## src/rtl/pipe_ctrl_pkg.sv

```systemverilog
// Shared types and constants for the pipeline stall/flush sequencer.
// Contents:
//   ctrl_state_t   sequencer state (RUN / STALL / MEMWAIT)
//   XZR            architectural zero register, never a real producer
//   ctrl_out_t     bundle of the five pipeline-register control outputs
//   CTRL_*         fixed control patterns (reset, bubble, freeze)
//   ctrl_run()     normal-advance pattern with optional wrong-path squash
package pipe_ctrl_pkg;

  typedef enum logic [1:0] {
    RUN     = 2'd0,
    STALL   = 2'd1,
    MEMWAIT = 2'd2
  } ctrl_state_t;

  localparam logic [4:0] XZR = 5'd31;

  typedef struct packed {
    logic pc_en;
    logic ifid_en;
    logic ifid_flush;
    logic idex_bubble;
    logic pipe_freeze;
  } ctrl_out_t;

  // Reset: nothing advances, front end fed NOPs/bubbles.
  localparam ctrl_out_t CTRL_RESET  = '{pc_en: 1'b0, ifid_en: 1'b0, ifid_flush: 1'b1,
                                        idex_bubble: 1'b1, pipe_freeze: 1'b0};
  // Data hazard: hold PC and IF/ID, insert one bubble into EX.
  localparam ctrl_out_t CTRL_BUBBLE = '{pc_en: 1'b0, ifid_en: 1'b0, ifid_flush: 1'b0,
                                        idex_bubble: 1'b1, pipe_freeze: 1'b0};
  // Memory wait: whole pipe holds, MEM/WB takes a bubble.
  localparam ctrl_out_t CTRL_FREEZE = '{pc_en: 1'b0, ifid_en: 1'b0, ifid_flush: 1'b0,
                                        idex_bubble: 1'b0, pipe_freeze: 1'b1};

  // Normal advance; a taken branch squashes the word fetched behind it.
  function automatic ctrl_out_t ctrl_run(input logic flush);
    ctrl_out_t c;
    c = '{pc_en: 1'b1, ifid_en: 1'b1, ifid_flush: flush,
          idex_bubble: 1'b0, pipe_freeze: 1'b0};
    return c;
  endfunction

endpackage

```

## src/rtl/hazard_detect.sv

```systemverilog
// Combinational operand-hazard comparators for the instruction in ID.
// Ports:
//   rn_id, rm_id, uses_rm_id, cbz_id   operand info of the ID instruction
//   rd_ex, load_ex                     producer in EX
//   rd_mem, load_mem                   producer in MEM
//   lu    load in EX feeds an ID source (needs 1 bubble)
//   cz1   CBZ in ID tests a register loaded by MEM (needs 1 bubble)
//   cz2   CBZ in ID tests a register loaded by EX (needs 2 bubbles)
// XZR as a destination never creates a hazard since it is never written.
module hazard_detect
  import pipe_ctrl_pkg::*;
(
  input  logic [4:0] rn_id,
  input  logic [4:0] rm_id,
  input  logic       uses_rm_id,
  input  logic       cbz_id,
  input  logic [4:0] rd_ex,
  input  logic       load_ex,
  input  logic [4:0] rd_mem,
  input  logic       load_mem,
  output logic       lu,
  output logic       cz1,
  output logic       cz2
);

  logic ex_live_s;
  logic mem_live_s;

  assign ex_live_s  = load_ex  & (rd_ex  != XZR);
  assign mem_live_s = load_mem & (rd_mem != XZR);

  assign lu  = ex_live_s & ((rd_ex == rn_id) | (uses_rm_id & (rd_ex == rm_id)));
  // CBZ compares in ID, so it must also wait out the load sitting in MEM.
  assign cz2 = cbz_id & ex_live_s  & (rd_ex  == rm_id);
  assign cz1 = cbz_id & mem_live_s & (rd_mem == rm_id);

endmodule

```

## src/rtl/pipeline_hazard_ctrl.sv

```systemverilog
// Central stall/flush sequencer for the 5-stage pipeline.
// Ports:
//   clk, reset                 clock, asynchronous active-high reset
//   rn_id..load_mem            operand/producer info for hazard detection
//   br_taken_id                branch in ID resolved taken
//   mem_req, mem_ready         MEM-stage data-memory handshake
//   pc_en, ifid_en             PC and IF/ID load enables
//   ifid_flush, idex_bubble    NOP/bubble injection into IF/ID and ID/EX
//   pipe_freeze                hold ID/EX and EX/MEM, bubble into MEM/WB
//   mem_timeout                sticky: a memory access exceeded MAX_WAIT cycles
//   stall_cycles               saturating count of cycles with pc_en low
// Control outputs are combinational: hazards must be acted on in the same
// cycle they are seen.
module pipeline_hazard_ctrl
  import pipe_ctrl_pkg::*;
#(
  parameter int unsigned CNT_W    = 32,
  parameter int unsigned MAX_WAIT = 64
) (
  input  logic             clk,
  input  logic             reset,
  input  logic [4:0]       rn_id,
  input  logic [4:0]       rm_id,
  input  logic             uses_rm_id,
  input  logic             cbz_id,
  input  logic             br_taken_id,
  input  logic [4:0]       rd_ex,
  input  logic             load_ex,
  input  logic [4:0]       rd_mem,
  input  logic             load_mem,
  input  logic             mem_req,
  input  logic             mem_ready,
  output logic             pc_en,
  output logic             ifid_en,
  output logic             ifid_flush,
  output logic             idex_bubble,
  output logic             pipe_freeze,
  output logic             mem_timeout,
  output logic [CNT_W-1:0] stall_cycles
);

  localparam int unsigned      WAIT_W    = $clog2(MAX_WAIT + 1);
  localparam logic [WAIT_W-1:0] WAIT_ZERO = {WAIT_W{1'b0}};
  localparam logic [WAIT_W-1:0] WAIT_ONE  = {{(WAIT_W-1){1'b0}}, 1'b1};
  localparam logic [WAIT_W-1:0] WAIT_MAX  = WAIT_W'(MAX_WAIT);
  localparam logic [CNT_W-1:0]  CNT_ZERO  = {CNT_W{1'b0}};
  localparam logic [CNT_W-1:0]  CNT_ONE   = {{(CNT_W-1){1'b0}}, 1'b1};
  localparam logic [CNT_W-1:0]  CNT_MAX   = {CNT_W{1'b1}};

  ctrl_state_t       state_r;
  ctrl_state_t       state_nxt_s;
  logic [1:0]        stall_left_r;
  logic [1:0]        stall_left_nxt_s;
  logic [1:0]        stall_reload_s;
  logic [WAIT_W-1:0] wait_cnt_r;
  logic [WAIT_W-1:0] wait_cnt_nxt_s;
  logic              timeout_set_s;
  logic              mem_timeout_r;
  logic [CNT_W-1:0]  stall_cycles_r;
  logic              lu_s;
  logic              cz1_s;
  logic              cz2_s;
  logic              block_s;
  logic              mem_wait_s;
  logic              mem_done_s;
  ctrl_out_t         ctrl_s;

  hazard_detect u_hazard_detect (
    .rn_id      (rn_id),
    .rm_id      (rm_id),
    .uses_rm_id (uses_rm_id),
    .cbz_id     (cbz_id),
    .rd_ex      (rd_ex),
    .load_ex    (load_ex),
    .rd_mem     (rd_mem),
    .load_mem   (load_mem),
    .lu         (lu_s),
    .cz1        (cz1_s),
    .cz2        (cz2_s)
  );

  // stall_left is only non-zero in STALL, so "hazard or owed bubble" is one test.
  // Owed bubbles are consumed first; a fresh CBZ-on-EX-load owes one extra.
  assign block_s        = lu_s | cz1_s | cz2_s | (stall_left_r != 2'd0);
  assign stall_reload_s = (stall_left_r != 2'd0) ? (stall_left_r - 2'd1)
                                                  : (cz2_s ? 2'd1 : 2'd0);
  assign mem_wait_s     = mem_req & ~mem_ready;
  // A wait ends on ready or once MAX_WAIT frozen cycles have elapsed.
  assign mem_done_s     = mem_ready | (wait_cnt_r == WAIT_MAX);

  // State register.
  always_ff @(posedge clk or posedge reset) begin
    if (reset) begin
      state_r <= RUN;
    end else begin
      state_r <= state_nxt_s;
    end
  end

  // Next-state and counter-update logic.
  always_comb begin
    state_nxt_s      = state_r;
    stall_left_nxt_s = 2'd0;
    wait_cnt_nxt_s   = WAIT_ZERO;
    timeout_set_s    = 1'b0;
    case (state_r)
      RUN, STALL: begin
        if (mem_wait_s) begin
          // Any pending bubbles are dropped; hazards are re-detected on return.
          state_nxt_s    = MEMWAIT;
          wait_cnt_nxt_s = WAIT_ONE;
        end else if (block_s) begin
          state_nxt_s      = STALL;
          stall_left_nxt_s = stall_reload_s;
        end else begin
          state_nxt_s = RUN;
        end
      end
      MEMWAIT: begin
        if (mem_done_s) begin
          // The pipe advances this cycle, so the ID instruction is checked now.
          timeout_set_s = ~mem_ready;
          if (block_s) begin
            state_nxt_s      = STALL;
            stall_left_nxt_s = stall_reload_s;
          end else begin
            state_nxt_s = RUN;
          end
        end else begin
          state_nxt_s    = MEMWAIT;
          wait_cnt_nxt_s = wait_cnt_r + WAIT_ONE;
        end
      end
      default: begin
        state_nxt_s = RUN;
      end
    endcase
  end

  // Pipeline control outputs.
  always_comb begin
    ctrl_s = CTRL_RESET;
    if (reset) begin
      ctrl_s = CTRL_RESET;
    end else begin
      case (state_r)
        RUN, STALL: begin
          if (mem_wait_s) begin
            ctrl_s = CTRL_FREEZE;
          end else if (block_s) begin
            // Branch outcome is untrustworthy while operands are pending.
            ctrl_s = CTRL_BUBBLE;
          end else begin
            ctrl_s = ctrl_run(br_taken_id);
          end
        end
        MEMWAIT: begin
          if (!mem_done_s) begin
            ctrl_s = CTRL_FREEZE;
          end else if (block_s) begin
            ctrl_s = CTRL_BUBBLE;
          end else begin
            // Freeze drops so MEM/WB captures the completed access.
            ctrl_s = ctrl_run(br_taken_id);
          end
        end
        default: begin
          ctrl_s = CTRL_RESET;
        end
      endcase
    end
  end

  // Bubble and memory-wait counters.
  always_ff @(posedge clk or posedge reset) begin
    if (reset) begin
      stall_left_r <= 2'd0;
      wait_cnt_r   <= WAIT_ZERO;
    end else begin
      stall_left_r <= stall_left_nxt_s;
      wait_cnt_r   <= wait_cnt_nxt_s;
    end
  end

  // Sticky timeout flag and saturating stall-cycle counter.
  always_ff @(posedge clk or posedge reset) begin
    if (reset) begin
      mem_timeout_r  <= 1'b0;
      stall_cycles_r <= CNT_ZERO;
    end else begin
      mem_timeout_r <= mem_timeout_r | timeout_set_s;
      if (!ctrl_s.pc_en && (stall_cycles_r != CNT_MAX)) begin
        stall_cycles_r <= stall_cycles_r + CNT_ONE;
      end else begin
        stall_cycles_r <= stall_cycles_r;
      end
    end
  end

  assign pc_en        = ctrl_s.pc_en;
  assign ifid_en      = ctrl_s.ifid_en;
  assign ifid_flush   = ctrl_s.ifid_flush;
  assign idex_bubble  = ctrl_s.idex_bubble;
  assign pipe_freeze  = ctrl_s.pipe_freeze;
  assign mem_timeout  = mem_timeout_r;
  assign stall_cycles = stall_cycles_r;

endmodule

```

## config.mk

```make
export PLATFORM = sky130hd
export DESIGN_NAME = pipeline_hazard_ctrl
export DESIGN_NICKNAME = d
export VERILOG_FILES = /design/src/rtl/pipe_ctrl_pkg.sv /design/src/rtl/hazard_detect.sv /design/src/rtl/pipeline_hazard_ctrl.sv
export SDC_FILE = /design/constraint.sdc
export NUM_CORES = 1
export LEC_CHECK = 0
export BUFFER_PORTS_ARGS = -buffer_cell sky130_fd_sc_hd__buf_4
export CAP_MARGIN = 25
export CORE_ASPECT_RATIO = 1.1
export CORE_MARGIN = 2
export CORE_UTILIZATION = 45
export CTS_CLUSTER_SIZE = 24
export DETAILED_ROUTE_END_ITERATION = 6
export GPL_TIMING_DRIVEN = 0
export PLACE_DENSITY_LB_ADDON = 0.2
export SKIP_CTS_REPAIR_TIMING = 1
export SLEW_MARGIN = 5
export SYNTH_ARGS = -nofsm -noshare
export SYNTH_HDL_FRONTEND = slang
export SYNTH_SLANG_ARGS = --single-unit
export TNS_END_PERCENT = 1
```

## constraint.sdc

```tcl
create_clock -name clk -period 2.4 [get_ports clk]
set_input_delay 0.24 -clock clk [delete_from_list [all_inputs] [get_ports clk]]
set_output_delay 0.24 -clock clk [all_outputs]
set_load 0.005 [all_outputs]
```

==> impl_metrics.prom, run 1 <==
# TYPE chip_impl_metric gauge
chip_impl_metric{name="die_area",unit="µm²"} 5960
chip_impl_metric{name="final_cells",unit=""} 399
chip_impl_metric{name="post_route_cells_drive_above_1_share",unit="%"} 31.50
chip_impl_metric{name="port_buffers",unit=""} 66
chip_impl_metric{name="max_freq",unit="MHz"} 374.9
chip_impl_metric{name="area_used_by_multi_input_combinational_logic",unit="µm²"} 1274
chip_impl_metric{name="irDropWorstVdd",unit="µV"} 500.4
chip_impl_metric{name="avg_synthesized_cell_area",unit="µm²"} 10.05
chip_impl_info{name="rsz_0062_raised_after_global_routing",value="yes"} 1
chip_impl_metric{name="power.density",unit="nW/µm²"} 677.9
chip_impl_metric{name="detail_route.wl_per_cell",unit="µm"} 13.43
chip_impl_metric{name="dp_hpwl",unit="µm"} 3975
chip_impl_metric{name="route.detailed.drc",unit=""} 0
chip_impl_metric{name="initial_core_utilization",unit="%"} 47.27
chip_impl_metric{name="hold_ws",unit="ps"} 132.8
chip_impl_metric{name="place.detailed.instances",unit=""} 379
chip_impl_metric{name="ant_nets",unit=""} 0
chip_impl_info{name="crit_type",value="reg2out"} 1
chip_impl_metric{name="synth-edff-count",unit=""} 0
chip_impl_metric{name="htree_levels",unit=""} 2
chip_impl_metric{name="power.leakage",unit="µW"} 0.001516
chip_impl_metric{name="clock_tree.buffer_depth",unit=""} 2
chip_impl_metric{name="wire_length_of_the_first_global_routing_pass",unit="µm"} 8901
chip_impl_metric{name="finish.net_count",unit=""} 358
chip_impl_metric{name="timing.max_cap.violations",unit=""} 0
chip_impl_metric{name="clock_insertion_delay_worst_skew",unit="ps"} 290
chip_impl_info{name="synth_flop_cell",value="sky130_fd_sc_hd__dfrtp_1"} 1
chip_impl_metric{name="register_to_register_setup_slack",unit="ps"} -190
chip_impl_metric{name="final_util",unit="%"} 63.94
chip_impl_info{name="worst_r2r_startpoint",value="wait_cnt_r[0]"} 1
chip_impl_info{name="outcome",value="finished, violations left"} 1
chip_impl_metric{name="setup_slack",unit="ps"} -267.7
chip_impl_metric{name="ff_latch_area",unit="µm²"} 1101
chip_impl_metric{name="worstMarginPinSlew",unit="ps"} 449.2
chip_impl_metric{name="postSynthNetCount",unit=""} 272
chip_impl_metric{name="clock_skew",unit="ps"} 11.60
chip_impl_metric{name="clock_sinks",unit=""} 44
chip_impl_metric{name="core_area",unit="µm²"} 5101
chip_impl_metric{name="placed_cell_area",unit="µm²"} 3017
chip_impl_info{name="cts_tree",value="built"} 1
chip_impl_info{name="min-delay-start",value="mem_ready"} 1
chip_impl_info{name="holdCritPathClass",value="in2reg"} 1
chip_impl_metric{name="drt-vias-per-instance",unit=""} 5.233
chip_impl_metric{name="ys_ff_latch",unit=""} 44
chip_impl_info{name="clk_root_buffer_cell",value="sky130_fd_sc_hd__clkbuf_8"} 1
chip_impl_metric{name="report.final.slew_viol_count",unit=""} 0
chip_impl_metric{name="finalCritPeriodShare",unit="%"} 111.2
chip_impl_metric{name="final_area",unit="µm²"} 3262
chip_impl_metric{name="post_synth_instance_area",unit="µm²"} 2411
chip_impl_metric{name="routed_wirelength",unit="µm"} 5357
chip_impl_metric{name="hold_violations",unit=""} 0
chip_impl_metric{name="setup_viol",unit=""} 27
chip_impl_metric{name="synth_seq_area_share",unit="%"} 45.67
chip_impl_metric{name="crit_path_dat",unit="ps"} 2430
chip_impl_metric{name="fp-row-count",unit=""} 27
chip_impl_info{name="crit_path_frequent_cell",value="sky130_fd_sc_hd__buf_4"} 1
chip_impl_metric{name="insertedDiodeCount",unit=""} 0
chip_impl_metric{name="grt.total_usage",unit="%"} 18.99
chip_impl_metric{name="num_vias",unit=""} 2088
chip_impl_metric{name="fp.dieH",unit="µm"} 80.77
chip_impl_metric{name="first_iter_violations",unit=""} 89
chip_impl_metric{name="cp_num_buf_inv",unit=""} 4
chip_impl_metric{name="vias_in_the_first_global_route",unit=""} 2006
chip_impl_metric{name="area_growth",unit="%"} 35.29
chip_impl_metric{name="tritoncts.num_buffers",unit=""} 5
chip_impl_metric{name="gr-total-overflow",unit=""} 0
chip_impl_info{name="crit_family",value="simple AND/OR/NAND/NOR gates"} 1
chip_impl_metric{name="drt_pass_1_iters",unit=""} 4
chip_impl_metric{name="cts.clk_slew.worst_paths",unit="ps"} 70
chip_impl_metric{name="grt_start_max_net_pins",unit=""} 31
chip_impl_info{name="startpoint",value="wait_cnt_r[0]"} 1
chip_impl_metric{name="worst-endpoint-required",unit="ps"} 2160
chip_impl_info{name="critPathCaptureType",value="output pin"} 1
chip_impl_metric{name="die-width",unit="µm"} 73.79
chip_impl_metric{name="worst_slew_slack_as_a_fraction_of_its_limit",unit="%"} 69.96
chip_impl_info{name="critical_path.startpoint_type",value="register"} 1
chip_impl_metric{name="top_level_pins",unit=""} 67
chip_impl_metric{name="yosys_warnings",unit=""} 0
chip_impl_metric{name="gpl.final_weighted_congestion",unit=""} 0.7515
chip_impl_metric{name="post-route-min-period",unit="ps"} 2668
chip_impl_info{name="critical-path-slowest-cell",value="sky130_fd_sc_hd__or4_4"} 1
chip_impl_info{name="critical_path.cell_chain",value="inv_2 -> ha_1 -> nand4_1 -> a311o_1 -> or4_4 -> nor3_4 -> buf_6 -> buf_4 -> buf_4"} 1
chip_impl_metric{name="final.fill_count",unit=""} 441
chip_impl_metric{name="antenna_found_initial",unit=""} 0
chip_impl_metric{name="ys_async_sr_fraction",unit="%"} 100.0
chip_impl_metric{name="crit_path_max_incr_delay",unit="ps"} 440
chip_impl_metric{name="post_synth_inst_count",unit=""} 240
chip_impl_metric{name="place_worst_setup_slack",unit="ps"} -298.9
chip_impl_metric{name="unique_masters_post_synth",unit=""} 39
chip_impl_metric{name="worstPathMaxFanout",unit=""} 6
chip_impl_info{name="violations_in_the_final_reports",value="setup timing"} 1
==> power breakdown <==
group          internal, µW  total, µW  leakage, µW  switching, µW
logic                   362        643     0.000918            281
clock network           309        558    0.0000552            249
registers               865       1010     0.000542            146
total                  1540       2210      0.00152            676
==> per-stage QoR <==
stage	setup TNS (ps)	power, µW
6_report	-1451	2211
5_1_grt	-4123	2354
4_1_cts	-6466	2195
2_1_floorplan	0	1301
3_3_place_gp	-4462	1610
3_5_place_dp	-5582	1636
==> cell type report <==
cell class / count / area share [%]
Multi-Input combinational cell: 182 / 39.05
Sequential cell: 44 / 33.76
Timing Repair Buffer: 79 / 18.64
Tap cell: 72 / 2.762
Clock buffer: 6 / 2.225
Buffer: 6 / 1.573
Clock inverter: 2 / 1.074
Inverter: 8 / 0.9206
==> worst register-to-register path, stage by stage (launching register included) <==
cell                      delay (ps)
sky130_fd_sc_hd__dfrtp_1         390
sky130_fd_sc_hd__inv_2            60
sky130_fd_sc_hd__ha_1            130
sky130_fd_sc_hd__nand4_1         170
sky130_fd_sc_hd__a311o_1         340
sky130_fd_sc_hd__or4_4           440
sky130_fd_sc_hd__nor3_4          260
sky130_fd_sc_hd__buf_4           170
sky130_fd_sc_hd__buf_6           130
sky130_fd_sc_hd__nor2_1           80
sky130_fd_sc_hd__mux2_4          300
==> final timing paths <==
path                                         to  cells past startpoint
max in group asynchronous         wait_cnt_r[3]                      4
worst min-delay path              wait_cnt_r[0]                      2
min in group asynchronous           mem_timeout                      3
worst max register to register  stall_cycles[1]                     10
worst max-delay path                      pc_en                      9
worst min register to register      mem_timeout                      1
==> cell families (layout without fill, tap and decap cells) <==
kind of cell | count (synthesis) | in the layout | synth area share [%]
simple gates | 117 | 117 | 27.76
compound gates | 11 | 11 | 3.425
fa+ha+maj | 3 | 3 | 1.557
xor+xnor | 50 | 50 | 18.16
buf+inv | 14 | 101 | 2.802
mux | 1 | 1 | 0.6225
flops | 44 | 44 | 45.67
==> per-layer routing <==
metal / track usage, % / routed length [µm] / part of all wire, %
met5: 0 / 0 / 0
met4: 5.636 / 50 / 0.93
met3: 4.342 / 243 / 4.5
met1: 24.48 / 2411 / 45
met2: 31.79 / 2652 / 50
==> state kept, by name, indices dropped and copies added (netlist names) <==
signal        flops
stall_cycles     32
wait_cnt_r        7
stall_left_r      2
state_r           2
mem_timeout       1
==> cell usage after synthesis (3+ instances only) <==
library cell | count | share of area, %
sky130_fd_sc_hd__nor2_1 | 21 | 3.3
sky130_fd_sc_hd__nand4_1 | 9 | 2.3
sky130_fd_sc_hd__buf_2 | 3 | 0.62
sky130_fd_sc_hd__dfrtp_1 | 44 | 46
sky130_fd_sc_hd__xor2_1 | 39 | 14
sky130_fd_sc_hd__nor3_1 | 11 | 2.3
sky130_fd_sc_hd__nand3_1 | 16 | 3.3
sky130_fd_sc_hd__xnor2_1 | 11 | 4.0
sky130_fd_sc_hd__nand2_1 | 15 | 2.3
sky130_fd_sc_hd__nor4_1 | 11 | 2.9
sky130_fd_sc_hd__and3_1 | 9 | 2.3
sky130_fd_sc_hd__and2_1 | 3 | 0.78
sky130_fd_sc_hd__inv_1 | 8 | 1.2
sky130_fd_sc_hd__or3_1 | 4 | 1.0
sky130_fd_sc_hd__ha_1 | 3 | 1.6
==> layout by cell type (no fill, tap or decap), types with 3 or more instances in the layout <==
cell type                  instances
sky130_fd_sc_hd__nand3_1          15
sky130_fd_sc_hd__clkbuf_8          5
sky130_fd_sc_hd__and2_1            3
sky130_fd_sc_hd__inv_1             6
sky130_fd_sc_hd__or3_1             4
sky130_fd_sc_hd__buf_6             3
sky130_fd_sc_hd__xnor2_1          11
sky130_fd_sc_hd__nor3_1           10
sky130_fd_sc_hd__nand4_1           9
sky130_fd_sc_hd__and3_1            9
sky130_fd_sc_hd__xor2_1           39
sky130_fd_sc_hd__nor4_1           10
sky130_fd_sc_hd__buf_4            78
sky130_fd_sc_hd__nand2_1          15
sky130_fd_sc_hd__dfrtp_1          44
sky130_fd_sc_hd__nor2_1           21
sky130_fd_sc_hd__ha_1              3
Note: power is estimated with default switching activity, not from simulation.
==> run 2: changes to the inputs <==
--- a/config.mk
+++ b/config.mk
@@ -14,9 +14,9 @@
 export DETAILED_ROUTE_END_ITERATION = 6
 export GPL_TIMING_DRIVEN = 0
 export PLACE_DENSITY_LB_ADDON = 0.2
-export SKIP_CTS_REPAIR_TIMING = 1
 export SLEW_MARGIN = 5
 export SYNTH_ARGS = -nofsm -noshare
 export SYNTH_HDL_FRONTEND = slang
+export SYNTH_HIERARCHICAL = 1
 export SYNTH_SLANG_ARGS = --single-unit
 export TNS_END_PERCENT = 1
==> run 2 against run 1 <==
The run now ends clean. Via count shrank 6.8%. Non-clock buffer count shrank 10. Maximum frequency grew 19%. Die area shrank 2.7%. Utilization shrank 2.2 points. Setup slack gained 420 ps. Sequential power shrank 11%. First-iteration DRC count shrank 27%. Clock-buffer cell count is the same. Combinational power shrank 38%. Clock power shrank 15%. Sequential cell count is the same. Critical endpoint is now stall_cycles[27]. Largest power group unchanged.
==> impl_metrics.prom, run 2 <==
# TYPE chip_impl_metric gauge
chip_impl_info{name="outcome",value="complete, no violations"} 1
chip_impl_metric{name="ys_ff_latch",unit=""} 44
chip_impl_metric{name="final_util",unit="%"} 61.74
chip_impl_metric{name="post_route_cells_drive_above_1_share",unit="%"} 29.94
chip_impl_metric{name="worst_hold_path.num_cells",unit=""} 2
chip_impl_metric{name="initial_core_utilization",unit="%"} 46.87
chip_impl_metric{name="htree_levels",unit=""} 2
chip_impl_metric{name="clock_insertion_delay_worst_skew",unit="ps"} 300
chip_impl_metric{name="worst-endpoint-required",unit="ps"} 2580
chip_impl_metric{name="setup-tns-final",unit="ps"} 0
chip_impl_metric{name="post_synth_inst_count",unit=""} 236
chip_impl_metric{name="fp-row-count",unit=""} 27
chip_impl_metric{name="post-route-min-period",unit="ps"} 2245
chip_impl_info{name="holdCritPathClass",value="in2reg"} 1
chip_impl_metric{name="ff_latch_area",unit="µm²"} 1101
chip_impl_metric{name="tritoncts.num_buffers",unit=""} 5
chip_impl_metric{name="yosys_warnings",unit=""} 6
chip_impl_metric{name="insertedDiodeCount",unit=""} 0
chip_impl_metric{name="crit_path_dat",unit="ps"} 2420
chip_impl_metric{name="worst_slew_slack_as_a_fraction_of_its_limit",unit="%"} 65.87
chip_impl_info{name="yosys.area.top_type",value="sky130_fd_sc_hd__dfrtp_1"} 1
chip_impl_metric{name="wl_met1",unit="µm"} 2267
chip_impl_info{name="synth_area_leaders",value="sky130_fd_sc_hd__dfrtp_1 (47%), sky130_fd_sc_hd__xnor2_1 (11%), sky130_fd_sc_hd__xor2_1 (7.5%)"} 1
chip_impl_metric{name="grt.total_usage",unit="%"} 18.59
chip_impl_metric{name="placed_cell_area",unit="µm²"} 2932
chip_impl_metric{name="unique_masters_post_synth",unit=""} 38
chip_impl_metric{name="report.final.slew_viol_count",unit=""} 0
chip_impl_info{name="final_cell_mix",value="sky130_fd_sc_hd__buf_4 (69), sky130_fd_sc_hd__dfrtp_1 (44), sky130_fd_sc_hd__xnor2_1 (29)"} 1
chip_impl_metric{name="hold_violations",unit=""} 0
chip_impl_metric{name="ys_async_sr_fraction",unit="%"} 100.0
chip_impl_metric{name="finish.net_count",unit=""} 345
chip_impl_metric{name="setup_viol",unit=""} 0
chip_impl_metric{name="synth_seq_area_share",unit="%"} 46.98
chip_impl_metric{name="met2RoutedLength",unit="µm"} 2578
chip_impl_metric{name="top_level_pins",unit=""} 67
chip_impl_metric{name="area_growth",unit="%"} 31.71
chip_impl_metric{name="die-width",unit="µm"} 72.81
chip_impl_metric{name="wire_length_of_the_first_global_routing_pass",unit="µm"} 8321
chip_impl_metric{name="dp_hpwl",unit="µm"} 3755
chip_impl_metric{name="core_area",unit="µm²"} 5000
chip_impl_metric{name="final_area",unit="µm²"} 3087
chip_impl_metric{name="largest_reg_flops",unit=""} 32
chip_impl_metric{name="num_vias",unit=""} 1946
chip_impl_metric{name="ant_nets",unit=""} 0
chip_impl_metric{name="worstRegToRegCells",unit=""} 7
chip_impl_metric{name="clock_skew",unit="ps"} 8.670
chip_impl_metric{name="power.leakage",unit="µW"} 0.001511
chip_impl_metric{name="max_freq",unit="MHz"} 445.5
chip_impl_metric{name="drt_pass_1_iters",unit=""} 4
chip_impl_info{name="rsz_0062_raised_after_global_routing",value="no"} 1
chip_impl_metric{name="drt-vias-per-instance",unit=""} 5.231
chip_impl_info{name="clk_root_buffer_cell",value="sky130_fd_sc_hd__clkbuf_8"} 1
chip_impl_metric{name="die_area",unit="µm²"} 5801
chip_impl_metric{name="route.detailed.drc",unit=""} 0
chip_impl_info{name="routed.top_layer",value="met4"} 1
chip_impl_metric{name="detail_route.wl_per_cell",unit="µm"} 13.67
chip_impl_metric{name="routed_wirelength",unit="µm"} 5084
chip_impl_metric{name="postSynthNetCount",unit=""} 268
chip_impl_metric{name="clock_sinks",unit=""} 44
chip_impl_info{name="crit_type",value="reg2reg"} 1
chip_impl_info{name="leading_post_synthesis_cells_by_instance_count",value="sky130_fd_sc_hd__dfrtp_1 (44), sky130_fd_sc_hd__xnor2_1 (29), sky130_fd_sc_hd__nand2_1 (21), sky130_fd_sc_hd__nor2_1 (21), sky130_fd_sc_hd__xor2_1 (20)"} 1
chip_impl_metric{name="final_cells",unit=""} 372
chip_impl_metric{name="clock_tree.buffer_depth",unit=""} 2
chip_impl_metric{name="avg_synthesized_cell_area",unit="µm²"} 9.930
chip_impl_metric{name="power.density",unit="nW/µm²"} 575.7
chip_impl_info{name="critPathCaptureType",value="register"} 1
chip_impl_metric{name="post_synth_instance_area",unit="µm²"} 2343
chip_impl_metric{name="gpl.final_weighted_congestion",unit=""} 0.8159
chip_impl_metric{name="synth-edff-count",unit=""} 0
chip_impl_metric{name="cts.clk_slew.worst_paths",unit="ps"} 80
chip_impl_info{name="final_common_cell",value="sky130_fd_sc_hd__buf_4"} 1
chip_impl_metric{name="place.detailed.instances",unit=""} 361
chip_impl_info{name="cts_tree",value="built"} 1
chip_impl_metric{name="antenna_found_initial",unit=""} 0
chip_impl_metric{name="first_iter_violations",unit=""} 65
chip_impl_metric{name="irDropWorstVdd",unit="µV"} 563.2
chip_impl_metric{name="fp.dieH",unit="µm"} 79.69
chip_impl_metric{name="post-synth-top-area-fraction",unit="%"} 46.98
chip_impl_metric{name="worstMarginPinSlew",unit="ps"} 507.7
chip_impl_info{name="synth_flop_cell",value="sky130_fd_sc_hd__dfrtp_1"} 1
chip_impl_metric{name="worstPathMaxFanout",unit=""} 10
chip_impl_metric{name="met3_wirelength",unit="µm"} 172
chip_impl_metric{name="finalCritPeriodShare",unit="%"} 93.52
chip_impl_info{name="critical_path.startpoint_type",value="register"} 1
chip_impl_metric{name="timing.max_cap.violations",unit=""} 0
chip_impl_info{name="yosys.cell_count.top_type",value="sky130_fd_sc_hd__dfrtp_1"} 1
chip_impl_metric{name="port_buffers",unit=""} 66
chip_impl_metric{name="vias_in_the_first_global_route",unit=""} 1883
chip_impl_metric{name="area_used_by_multi_input_combinational_logic",unit="µm²"} 1204
chip_impl_metric{name="final.fill_count",unit=""} 467
chip_impl_metric{name="gr-total-overflow",unit=""} 0
chip_impl_metric{name="grt_start_max_net_pins",unit=""} 41
-- run 2: cell count changes in the layout (fill, tap and decap cells not counted), moves of 3 or more --
| cell | change |
|---|---|
| sky130_fd_sc_hd__nand2_1 | +6 |
| sky130_fd_sc_hd__nor4_1 | -7 |
| sky130_fd_sc_hd__buf_4 | -9 |
| sky130_fd_sc_hd__inv_1 | +3 |
| sky130_fd_sc_hd__xnor2_1 | +18 |
| sky130_fd_sc_hd__o21ai_0 | +3 |
| sky130_fd_sc_hd__nand4_1 | +5 |
| sky130_fd_sc_hd__xor2_1 | -19 |
-- run 2: final cells by class --
| class | count | share of cell area [%] |
|---|---|---|
| tap | 58 | 2.351 |
| timing repair buffer | 70 | 17.51 |
| clock buffer | 6 | 2.675 |
| buffer | 5 | 1.257 |
| sequential | 44 | 35.67 |
| inverter | 10 | 1.216 |
| clock inverter | 2 | 0.3243 |
| multi-input combinational | 177 | 38.99 |
-- run 2: critical path, cell delays in order, from the launching register on --
cell and delay, ps:
sky130_fd_sc_hd__dfrtp_1 480, sky130_fd_sc_hd__nand4_1 220, sky130_fd_sc_hd__nor4_4 510, sky130_fd_sc_hd__nand4_2 140
sky130_fd_sc_hd__nand2_1 210, sky130_fd_sc_hd__buf_2 300, sky130_fd_sc_hd__nor3_1 110, sky130_fd_sc_hd__xor2_1 150
-- run 2: per-layer routing --
layer  up-vias  track usage (%)
li1        969                -
met1       934            21.90
met2        38            32.36
met3         5            4.545
met4         0            7.037
met5         -                0
-- run 2: cells by family after synthesis --
kind of cell / count (synthesis) / share of synthesized area, %
flops: 44 / 46.98
fa+ha+maj: 3 / 1.602
simple gates: 110 / 25.52
buf+inv: 15 / 3.257
xor+xnor: 49 / 18.31
compound gates: 15 / 4.325
-- run 2: final timing paths --
| check | start | to | slack (ps) |
|---|---|---|---|
| worst min-delay path | mem_ready | wait_cnt_r[0] | 130 |
| worst max register to register | stall_cycles[11] | stall_cycles[27] | 160 |
| worst min register to register | mem_timeout | mem_timeout | 460 |
| worst max-delay path | stall_cycles[11] | stall_cycles[27] | 160 |
| max in group asynchronous | reset | stall_cycles[7] | 1580 |
| min in group asynchronous | reset | mem_timeout | 380 |
-- run 2: report_power, final --
part / total [µW] / switching (µW) / internal, µW
registers: 899 / 89.8 / 809
clock network: 477 / 247 / 230
logic: 401 / 175 / 226
-- run 2: metrics by stage --
step	worst slack, ps	power (µW)	hold WS, ps
after floorplan	368.7	1103	303.1
after global placement	-253.5	1294	438.0
after detailed placement	-282.1	1307	154.0
after CTS	5.504	1795	108.0
after global routing	16.43	1888	120.4
final	155.4	1777	125.5
-- run 2: timing repair --
| item | 4_1_cts | 5_1_grt |
|---|---|---|
| buffers inserted | 0 | 2 |
| endpoints found under the setup margin | 9 | 18 |
| resized for setup | 2 | 5 |
| pin swaps | 0 | 2 |
| hold endpoints to repair | 4 | 0 |
| hold buffers | 1 | 0 |
==> run 3: changes to the inputs <==
--- a/config.mk
+++ b/config.mk
@@ -13,10 +13,11 @@
 export CTS_CLUSTER_SIZE = 24
 export DETAILED_ROUTE_END_ITERATION = 6
 export GPL_TIMING_DRIVEN = 0
+export MAX_ROUTING_LAYER = met4
 export PLACE_DENSITY_LB_ADDON = 0.2
+export SETUP_SLACK_MARGIN = 0.5
 export SLEW_MARGIN = 5
 export SYNTH_ARGS = -nofsm -noshare
 export SYNTH_HDL_FRONTEND = slang
-export SYNTH_HIERARCHICAL = 1
 export SYNTH_SLANG_ARGS = --single-unit
 export TNS_END_PERCENT = 1
==> run 3 against run 2 <==
The flow now finishes with violations (setup timing). Clock skew shrank 3.2 ps. Final cell count grew 7.8%. Hold slack gained 27 ps. Die area grew 2.7%. Sequential cell count is the same. Global-route usage grew 1.3 points. Non-clock buffer count grew 12.
==> impl_metrics.prom, run 3 (same netlist as run 1, synthesis figures left out) <==
# TYPE chip_impl_metric gauge
chip_impl_metric{name="wire_length_of_the_first_global_routing_pass",unit="µm"} 9073
chip_impl_info{name="worst_r2r_startpoint",value="stall_cycles[19]"} 1
chip_impl_metric{name="detail_route.wl_per_cell",unit="µm"} 13.90
chip_impl_info{name="violations_in_the_final_reports",value="setup timing"} 1
chip_impl_info{name="outcome",value="finished, violations left"} 1
chip_impl_metric{name="final_area",unit="µm²"} 3352
chip_impl_metric{name="routed_wirelength",unit="µm"} 5575
chip_impl_info{name="crit_type",value="reg2out"} 1
chip_impl_metric{name="top_level_pins",unit=""} 67
chip_impl_metric{name="die-width",unit="µm"} 73.79
chip_impl_metric{name="placed_cell_area",unit="µm²"} 3017
chip_impl_info{name="critical-path-slowest-cell",value="sky130_fd_sc_hd__or4_4"} 1
chip_impl_metric{name="vias_in_the_first_global_route",unit=""} 2038
chip_impl_metric{name="dp_hpwl",unit="µm"} 3876
chip_impl_info{name="worstHoldEndpoint",value="wait_cnt_r[0]"} 1
chip_impl_info{name="final_common_cell",value="sky130_fd_sc_hd__buf_4"} 1
chip_impl_metric{name="clock_insertion_delay_worst_skew",unit="ps"} 290
chip_impl_metric{name="grt.met2_usage",unit="%"} 32.59
chip_impl_info{name="critical_path.cell_chain",value="nor2_1 -> nand4_1 -> a311o_1 -> or4_4 -> nor3_4 -> buf_6 -> buf_4 -> buf_4"} 1
chip_impl_metric{name="die_area",unit="µm²"} 5960
chip_impl_metric{name="grt_start_max_net_pins",unit=""} 39
chip_impl_metric{name="grt.total_usage",unit="%"} 19.92
chip_impl_metric{name="antenna_found_initial",unit=""} 0
chip_impl_info{name="global_route.peak_usage_layer",value="met2"} 1
chip_impl_info{name="rsz_0062_raised_after_global_routing",value="yes"} 1
chip_impl_metric{name="timing.max_cap.violations",unit=""} 0
chip_impl_metric{name="first_iter_violations",unit=""} 158
chip_impl_metric{name="cp_num_cells",unit=""} 8
chip_impl_metric{name="worstMarginPinSlew",unit="ps"} 428.4
chip_impl_metric{name="setup_viol",unit=""} 2
chip_impl_info{name="holdCritPathClass",value="in2reg"} 1
chip_impl_info{name="crit_path_frequent_cell",value="sky130_fd_sc_hd__buf_4"} 1
chip_impl_metric{name="tritoncts.num_buffers",unit=""} 5
chip_impl_info{name="min-delay-start",value="mem_ready"} 1
chip_impl_metric{name="hold_ws",unit="ps"} 152.1
chip_impl_metric{name="final_util",unit="%"} 65.71
chip_impl_info{name="critPathCaptureType",value="output pin"} 1
chip_impl_metric{name="register_to_register_setup_slack",unit="ps"} -80
chip_impl_metric{name="clock_skew",unit="ps"} 5.519
chip_impl_metric{name="met3_usage",unit="%"} 4.218
chip_impl_metric{name="clock_sinks",unit=""} 44
chip_impl_metric{name="area_growth",unit="%"} 39.02
chip_impl_metric{name="report.final.slew_viol_count",unit=""} 0
chip_impl_metric{name="ant_nets",unit=""} 0
chip_impl_metric{name="worst_hold_path.num_cells",unit=""} 2
chip_impl_metric{name="irDropWorstVdd",unit="µV"} 445.5
chip_impl_metric{name="core_area",unit="µm²"} 5101
chip_impl_metric{name="initial_core_utilization",unit="%"} 47.27
chip_impl_metric{name="post_route_cells_drive_above_1_share",unit="%"} 35.56
chip_impl_metric{name="gpl.final_weighted_congestion",unit=""} 0.7671
chip_impl_metric{name="power.density",unit="nW/µm²"} 639.3
chip_impl_metric{name="hold_violations",unit=""} 0
chip_impl_metric{name="max_freq",unit="MHz"} 402.7
chip_impl_metric{name="drt_pass_1_iters",unit=""} 4
chip_impl_metric{name="power.leakage",unit="µW"} 0.001533
chip_impl_metric{name="crit_path_max_incr_delay",unit="ps"} 440
chip_impl_metric{name="cts.clk_slew.worst_paths",unit="ps"} 80
chip_impl_info{name="cts_tree",value="built"} 1
chip_impl_metric{name="cp_num_buf_inv",unit=""} 3
chip_impl_metric{name="clock_tree.buffer_depth",unit=""} 2
chip_impl_metric{name="num_vias",unit=""} 2081
chip_impl_metric{name="place_worst_setup_slack",unit="ps"} -279.7
chip_impl_metric{name="worst_slew_slack_as_a_fraction_of_its_limit",unit="%"} 71.29
chip_impl_metric{name="drt-vias-per-instance",unit=""} 5.190
chip_impl_metric{name="gr-usage-met1",unit="%"} 24.60
chip_impl_info{name="reg2reg_to",value="stall_cycles[1]"} 1
chip_impl_metric{name="insertedDiodeCount",unit=""} 0
chip_impl_info{name="critical_path.startpoint_type",value="register"} 1
chip_impl_metric{name="finish.net_count",unit=""} 360
chip_impl_info{name="final_cell_mix",value="sky130_fd_sc_hd__buf_4 (79), sky130_fd_sc_hd__dfrtp_1 (43), sky130_fd_sc_hd__xor2_1 (39)"} 1
chip_impl_metric{name="worstPathMaxFanout",unit=""} 4
chip_impl_metric{name="setup_slack",unit="ps"} -83.54
chip_impl_info{name="clk_root_buffer_cell",value="sky130_fd_sc_hd__clkbuf_8"} 1
chip_impl_metric{name="route.detailed.drc",unit=""} 0
chip_impl_metric{name="gr-total-overflow",unit=""} 0
chip_impl_metric{name="worstRegToRegCells",unit=""} 7
chip_impl_metric{name="crit_path_dat",unit="ps"} 2240
chip_impl_metric{name="port_buffers",unit=""} 66
chip_impl_metric{name="finalCritPeriodShare",unit="%"} 103.5
chip_impl_metric{name="worst-endpoint-required",unit="ps"} 2160
chip_impl_metric{name="htree_levels",unit=""} 2
chip_impl_info{name="crit_family",value="simple AND/OR/NAND/NOR gates"} 1
chip_impl_metric{name="fp-row-count",unit=""} 27
chip_impl_metric{name="post-route-min-period",unit="ps"} 2484
chip_impl_metric{name="fp.dieH",unit="µm"} 80.77
chip_impl_metric{name="largest_reg_flops",unit=""} 32
==> run 3: changes by cell type in the layout (fill, tap and decap cells not counted), sizes merged, moves of 4 or more <==
cell,before,now
nor4,5,11
xor2,20,39
buf,74,85
xnor2,29,11
nor3,10,14
nand4,15,9
nand2,21,15
==> run 3: layout make-up <==
cell class,instances,area [µm²]
buffer,6,51.30
multi-input combinational,182,1361
sequential,44,1102
timing repair buffer,81,626.9
tap,72,90.09
fill,436,1749
clock buffer,8,90.09
inverter,8,30.03
==> run 3: where the power goes <==
group / total [µW] / internal, µW / switching [µW]
clock: 471 / 235 / 236
sequential: 1010 / 865 / 145
combinational: 661 / 370 / 292
total: 2140 / 1470 / 673
==> run 3: through the flow <==
| step | std cells | power (µW) | setup TNS, ps |
|---|---|---|---|
| floorplan | 240 | 1301 | 0 |
| global placement | 378 | 1607 | -3841 |
| detailed placement | 379 | 1626 | -5438 |
| CTS | 395 | 2139 | -769.9 |
| global route | 401 | 2265 | -1493 |
| finish | 401 | 2143 | -160.3 |
==> run 3: worst max path at each step <==
| stage | start | endpoint |
|---|---|---|
| after global routing | stall_cycles[19] | stall_cycles[1] |
| final | wait_cnt_r[4] | pc_en |
| after floorplan | wait_cnt_r[0] | stall_cycles[1] |
| after global placement | stall_cycles[19] | stall_cycles[9] |
| after detailed placement | stall_cycles[19] | stall_cycles[1] |
| after CTS | wait_cnt_r[0] | pc_en |
==> run 3: metal layers <==
metal	part of all wire (%)	wire, µm	vias up
li1	-	-	1019
met1	46	2544	1001
met2	49	2738	54
met3	3.9	216	7
met4	1.4	76	0
met5	0	0	-
==> run 3: what timing repair did <==
item / 4_1_cts / 5_1_grt
hold buffers: 1 / 0
hold endpoints to repair: 6 / 0
endpoints found under the setup margin: 37 / 37
pin swaps: 7 / 8
gates resized for setup: 23 / 7
buffers inserted: 7 / 6
